===== config.mk =====
export PLATFORM = sky130hd
export DESIGN_NAME = pulse_stretch_tx
export DESIGN_NICKNAME = d
export VERILOG_FILES = /design/src/rtl/pulse_tx_pkg.sv /design/src/rtl/sat_updown_cnt.sv /design/src/rtl/pulse_stretch_tx.sv
export SDC_FILE = /design/constraint.sdc
export NUM_CORES = 1
export LEC_CHECK = 0
export CELL_PAD_IN_SITES_DETAIL_PLACEMENT = 1
export CELL_PAD_IN_SITES_GLOBAL_PLACEMENT = 1
export CORE_MARGIN = 5
export CORE_UTILIZATION = 43
export CTS_CLUSTER_DIAMETER = 200
export CTS_CLUSTER_SIZE = 40
export DETAILED_ROUTE_END_ITERATION = 8
export PLACE_DENSITY_LB_ADDON = 0.1
export SYNTH_ARGS = -nofsm -noshare
export SYNTH_HDL_FRONTEND = slang
export SYNTH_SLANG_ARGS = --single-unit

===== constraint.sdc =====
create_clock -name clk -period 7.4 [get_ports clk]
set_input_delay 2.22 -clock clk [delete_from_list [all_inputs] [get_ports clk]]
set_output_delay 2.22 -clock clk [all_outputs]
set_load 0.005 [all_outputs]

===== src/rtl/pulse_tx_pkg.sv =====
// Shared definitions for the pulse-stretching link transmitter.
// Contents:
//   state_e  - transmitter FSM state (idle, high phase, low phase)
//   MIN_CYC  - smallest legal HIGH_CYC / LOW_CYC
//   max_u    - maximum of two unsigned values, used for timer sizing
package pulse_tx_pkg;

  typedef enum logic [1:0] {
    StIdle = 2'd0,
    StHigh = 2'd1,
    StLow  = 2'd2
  } state_e;

  // Two-flop synchronizer plus edge detector on the far side needs at least 3 cycles per level
  localparam int unsigned MIN_CYC = 3;

  function automatic int unsigned max_u(input int unsigned a, input int unsigned b);
    return (a > b) ? a : b;
  endfunction

endpackage


===== src/rtl/sat_updown_cnt.sv =====
// Saturating up/down counter.
// Ports:
//   clk      - clock, rising edge
//   rst      - synchronous active-high reset
//   inc      - count up by one (saturates at all-ones)
//   dec      - count down by one (floors at zero)
//   count    - registered count value
//   sat_drop - registered one-cycle flag: an increment was lost at saturation
// inc and dec together cancel and never raise sat_drop.
module sat_updown_cnt #(
  parameter int unsigned W = 3
) (
  input  logic         clk,
  input  logic         rst,
  input  logic         inc,
  input  logic         dec,
  output logic [W-1:0] count,
  output logic         sat_drop
);

  localparam logic [W-1:0] CntMax = '1;

  logic [W-1:0] count_q, count_d;
  logic         drop_q, drop_d;

  always_comb begin
    count_d = count_q;
    drop_d  = 1'b0;
    if (inc && !dec) begin
      if (count_q != CntMax) begin
        count_d = count_q + 1'b1;
      end else begin
        drop_d = 1'b1;
      end
    end else if (dec && !inc && (count_q != '0)) begin
      count_d = count_q - 1'b1;
    end
  end

  always_ff @(posedge clk) begin
    if (rst) begin
      count_q <= '0;
      drop_q  <= 1'b0;
    end else begin
      count_q <= count_d;
      drop_q  <= drop_d;
    end
  end

  assign count    = count_q;
  assign sat_drop = drop_q;

endmodule


===== src/rtl/pulse_stretch_tx.sv =====
// Transmit side of the edge-signalling link: turns single-cycle requests into level pulses
// high for HIGH_CYC cycles followed by at least LOW_CYC low cycles. Requests arriving while a
// pulse is in flight are queued in a saturating pending counter.
// Ports:
//   clk      - clock, rising edge
//   rst      - synchronous active-high reset
//   pulse_in - request; every high cycle is one request
//   sig_out  - registered level pulse to the remote receiver
//   busy     - pulse in flight or requests pending
//   pending  - queued requests not yet transmitted
//   overflow - registered one-cycle flag: a request was dropped
module pulse_stretch_tx
  import pulse_tx_pkg::*;
#(
  parameter int unsigned HIGH_CYC = 4,
  parameter int unsigned LOW_CYC  = 4,
  parameter int unsigned PEND_W   = 3
) (
  input  logic              clk,
  input  logic              rst,
  input  logic              pulse_in,
  output logic              sig_out,
  output logic              busy,
  output logic [PEND_W-1:0] pending,
  output logic              overflow
);

  if (HIGH_CYC < MIN_CYC) begin : g_bad_high
    $error("HIGH_CYC must be at least 3");
  end
  if (LOW_CYC < MIN_CYC) begin : g_bad_low
    $error("LOW_CYC must be at least 3");
  end

  localparam int unsigned TW = $clog2(max_u(HIGH_CYC, LOW_CYC)) + 1;
  localparam logic [TW-1:0] HighLoad = TW'(HIGH_CYC - 1);
  localparam logic [TW-1:0] LowLoad  = TW'(LOW_CYC - 1);

  state_e          state_q, state_d;
  logic [TW-1:0]   tmr_q, tmr_d;
  logic            sig_q, sig_d;
  logic            cnt_inc, cnt_dec;
  logic            pend_nz;
  logic [PEND_W-1:0] pend_cnt;

  assign pend_nz = (pend_cnt != '0);

  always_comb begin
    state_d = state_q;
    tmr_d   = tmr_q;
    sig_d   = sig_q;
    cnt_inc = 1'b0;
    cnt_dec = 1'b0;
    case (state_q)
      StIdle: begin
        if (pulse_in) begin
          state_d = StHigh;
          sig_d   = 1'b1;
          tmr_d   = HighLoad;
        end
      end
      StHigh: begin
        cnt_inc = pulse_in;
        if (tmr_q == '0) begin
          state_d = StLow;
          sig_d   = 1'b0;
          tmr_d   = LowLoad;
        end else begin
          tmr_d = tmr_q - 1'b1;
        end
      end
      StLow: begin
        if (tmr_q == '0) begin
          if (pend_nz || pulse_in) begin
            state_d = StHigh;
            sig_d   = 1'b1;
            tmr_d   = HighLoad;
            // The restart consumes one request: a queued one if any, else the live one.
            // A live request alongside a queued one replaces it, so the count holds.
            cnt_dec = pend_nz;
            cnt_inc = pulse_in && pend_nz;
          end else begin
            state_d = StIdle;
          end
        end else begin
          tmr_d   = tmr_q - 1'b1;
          cnt_inc = pulse_in;
        end
      end
      default: begin
        state_d = StIdle;
        sig_d   = 1'b0;
        tmr_d   = '0;
      end
    endcase
  end

  always_ff @(posedge clk) begin
    if (rst) begin
      state_q <= StIdle;
      tmr_q   <= '0;
      sig_q   <= 1'b0;
    end else begin
      state_q <= state_d;
      tmr_q   <= tmr_d;
      sig_q   <= sig_d;
    end
  end

  sat_updown_cnt #(
    .W(PEND_W)
  ) u_pend_cnt (
    .clk      (clk),
    .rst      (rst),
    .inc      (cnt_inc),
    .dec      (cnt_dec),
    .count    (pend_cnt),
    .sat_drop (overflow)
  );

  assign sig_out = sig_q;
  assign pending = pend_cnt;
  assign busy    = (state_q != StIdle) || pend_nz;

endmodule


==> impl_metrics.csv <==
group,metric,value,unit
outcome,status,"finished clean",
critical_path,worstSetupPathType,"input port to register",
power_and_ir_drop,leakagePower,0.3430,nW
cts,htree_num_levels,1,
cts,clockRootBuffer,"clkbuf_4",
grt,grt-busiest-layer,"met2",
critical_path,cp.arrival,4.25,ns
cts,clock_sinks,10,
timing,fmax,244.8,MHz
grt,grt_overflow_total,0,
critical_path,path_cells,"clkdlybuf4s50_1, o211ai_1, a211o_1, fa_1, xnor2_2, a21oi_2, mux2_4",
cts,cts_resized,0,
critical_path,r2r_slack,4.82,ns
power_and_ir_drop,p_sw_share,42.60,%
synth,ys_warn_count,0,
grt,grt_use_met2,23.09,%
cts,clk_latency,0.27,ns
critical_path,r2r_start,"state_q[0]",
timing,fin_crit,4.085,ns
drt,drt.antenna.violating_nets,0,
power_and_ir_drop,ir_drop,0.1487,mV
synth,synth_fp_nets,96,
synth,ys_ff_latch,10,
critical_path,cp_slowest_stage_delay,0.59,ns
power_and_ir_drop,p_switching,0.0001352,W
drt,num_vias,632,
critical_path,cp_max_fo,7,
synth,synth_largest_area_cell,"dfxtp_1",
finish,fin_nets,107,
critical_path,cp_data_required_time,7.57,ns
job,max_cap_viol_count,0,
synth,syn_inst,85,
min_path,hold_depth,2,
timing,max-slew-margin-rel,71.65,%
synth,synth_area,737.0,µm²
timing,rsz0062_at_grt,"false",
placement,io_buffers,8,
grt,grt_pass1_vias,660,
die,placeableCoreArea,0.001670,mm²
die,ioPinCount,9,
drt,drt_iter0_drc,0,
grt,antenna_found_initial,0,
min_path,min_to,"tmr_q[1]",
timing,hold_viol,0,
cts,tritoncts,"yes",
die,rows,15,
critical_path,worst_setup_path_end_kind,"register",
critical_path,cp_slowest_cell,"clkdlybuf4s50_1",
timing,worst_pin_slew,0.4220,ns
timing,slew_viol_final,0,
critical_path,ff2ff_path_depth,8,
grt,grt.total_usage,16.11,%
die,initial_core_util,44.12,%
critical_path,worst_setup_path_start_kind,"input port",
finish,final_cell_mix,"dfxtp_1 (10), clkdlybuf4s50_1 (8), inv_1 (7), a21oi_1 (7), ha_1 (7)",
finish,layout_commonest_cell,"dfxtp_1",
timing,timing.final.crit_share,55.20,%
die,die_h,51.40,µm
synth,yosysTopAreaCellShare,27.16,%
cts,cts_hold_buf,0,
finish,area_delta_synth_final,14.60,%
critical_path,critical_path.top_delay_family,"buffers and inverters",
power_and_ir_drop,power.density,375.8,mW/mm²
power_and_ir_drop,power.internal,0.0001822,W
timing,skew,0.006976,ns
synth,yosysUniqueCellTypes,34,
finish,post-route-util,50.56,%
synth,seq_area_frac_synth,27.16,%
cts,clk_pin_slew,0.07,ns
drt,viasPerCell,5.694,
power_and_ir_drop,p_clk_share,12.1,%
drt,firstDrtPassIters,1,
grt,grt_pass1_wl,3.084,mm
power_and_ir_drop,p_total,0.0003174,W
drt,wl_per_cell,14.88,µm
synth,synthTopCellsByArea,"dfxtp_1 (27%), ha_1 (12%), a21oi_1 (4.8%), o21ai_0 (4.1%), inv_1 (3.6%)",
power_and_ir_drop,comb_power_share,60.4,%
drt,drcViolationCount,0,
power_and_ir_drop,p_seq_share,27.5,%
min_path,hp-class,"register to register",
die,fp.dieW,51.40,µm
cts,post-cts-setup-buffers,0,
cts,clockBufferDepth,2,
finish,drive_gt1_share,13.83,%
placement,hpwlAfterDp,1.279,mm
finish,fillers,199,
timing,setup_viol,0,
grt,grt.met1_usage,20.88,%
placement,place_congestion,0.8238,
min_path,hold_start,"tmr_q[1]",
timing,finalSetupTns,0,ns
cts,numCtsBuffers,3,
grt,grt_max_degree,12,
critical_path,path_buf_inv,1,
drt,routed_wirelength,1.652,mm
die,dieArea,0.002642,mm²
finish,num_antenna_cells,0,
synth,syn_area_per_cell,8.670,µm²
critical_path,r2r_end,"u_pend_cnt.count[2]",
grt,use_met3,4.373,%
-- power by group through the flow --
stage          logic (W)  clock network, W  registers (W)
2_1_floorplan   0.000140                 0      0.0000852
3_3_place_gp    0.000191                 0      0.0000874
3_5_place_dp    0.000193                 0      0.0000882
4_1_cts         0.000195         0.0000402      0.0000870
5_1_grt         0.000220         0.0000438      0.0000905
6_report        0.000192         0.0000385      0.0000871
-- metal layers --
metal | wire [µm] | up-vias
li1 | - | 318
met1 | 846 | 298
met2 | 690 | 11
met3 | 65 | 5
met4 | 49 | 0
met5 | 0 | -
-- stage by stage --
stage / hold slack, ns / setup WS [ns] / area (µm²) / std cells
final: 0.4531 / 3.315 / 844.6 / 111
after floorplan: 0.4319 / 3.728 / 737.0 / 85
after global routing: 0.4752 / 3.211 / 844.6 / 111
after detailed placement: 0.4476 / 3.026 / 822.0 / 108
after CTS: 0.4566 / 3.312 / 844.6 / 111
after global placement: 0.4411 / 3.069 / 822.0 / 108
-- worst min-delay path: cells and delay by family (launching register included) --
| family | cells | cell delay [ns] |
|---|---|---|
| simple gates | 1 | 0.05 |
| compound gates | 1 | 0.05 |
| flops | 1 | 0.31 |
-- final cells by class --
class | count | area, µm² | area share (%)
Sequential cell | 10 | 200.2 | 23.70
Timing Repair Buffer | 8 | 80.08 | 9.481
Clock buffer | 3 | 22.52 | 2.667
Inverter | 7 | 26.28 | 3.111
Multi-Input combinational cell | 66 | 494.2 | 58.52
Tap cell | 17 | 21.27 | 2.519
-- cell usage after synthesis --
| library cell | count |
|---|---|
| xnor2_2 | 1 |
| nand3_1 | 1 |
| buf_4 | 1 |
| nor4bb_1 | 1 |
| inv_1 | 7 |
| o211ai_1 | 1 |
| a21boi_0 | 1 |
| o21ai_4 | 1 |
| nand2_1 | 6 |
| o21ai_0 | 6 |
| or3_4 | 2 |
| mux2i_1 | 1 |
| nor2_1 | 5 |
| a211o_1 | 3 |
| a21oi_1 | 7 |
| nor3_1 | 5 |
| o22ai_1 | 1 |
| ha_1 | 7 |
| o21a_1 | 1 |
| and2b_1 | 1 |
| and3b_2 | 1 |
| a31oi_1 | 1 |
| dfxtp_1 | 10 |
| or3_1 | 1 |
| and3_2 | 2 |
| nand2b_1 | 1 |
| fa_1 | 1 |
| dlygate4sd1_1 | 1 |
| a21oi_2 | 1 |
| nor3b_1 | 2 |
| nor2b_1 | 2 |
| nor3_2 | 1 |
| a211oi_1 | 1 |
| mux2_4 | 1 |
-- sequential cells by signal, summed over array words and instances, names as in the netlist --
register             count
state_q                  2
sig_out                  1
u_pend_cnt.sat_drop      1
u_pend_cnt.count         3
tmr_q                    3
-- worst max path at each step --
| stage | startpoint | end | slack (ns) | cells past startpoint |
|---|---|---|---|---|
| 2_1_floorplan | pulse_in | u_pend_cnt.count[2] | 3.73 | 6 |
| 3_3_place_gp | pulse_in | u_pend_cnt.count[2] | 3.07 | 7 |
| 3_5_place_dp | pulse_in | u_pend_cnt.count[2] | 3.03 | 7 |
| 4_1_cts | pulse_in | u_pend_cnt.count[2] | 3.31 | 7 |
| 5_1_grt | pulse_in | u_pend_cnt.count[2] | 3.21 | 7 |
| 6_report | pulse_in | u_pend_cnt.count[2] | 3.31 | 7 |
-- cell families (layout without fill, tap and decap cells) --
logic type	after synthesis	after routing	synth area share [%]
simple gates	31	31	25.30
compound gates	24	24	21.57
flops	10	10	27.16
buf+inv	9	18	5.774
fa+ha+maj	8	8	14.60
mux	2	2	3.395
xor+xnor	1	1	2.208
No activity file was read; power rests on OpenSTA's default activity.
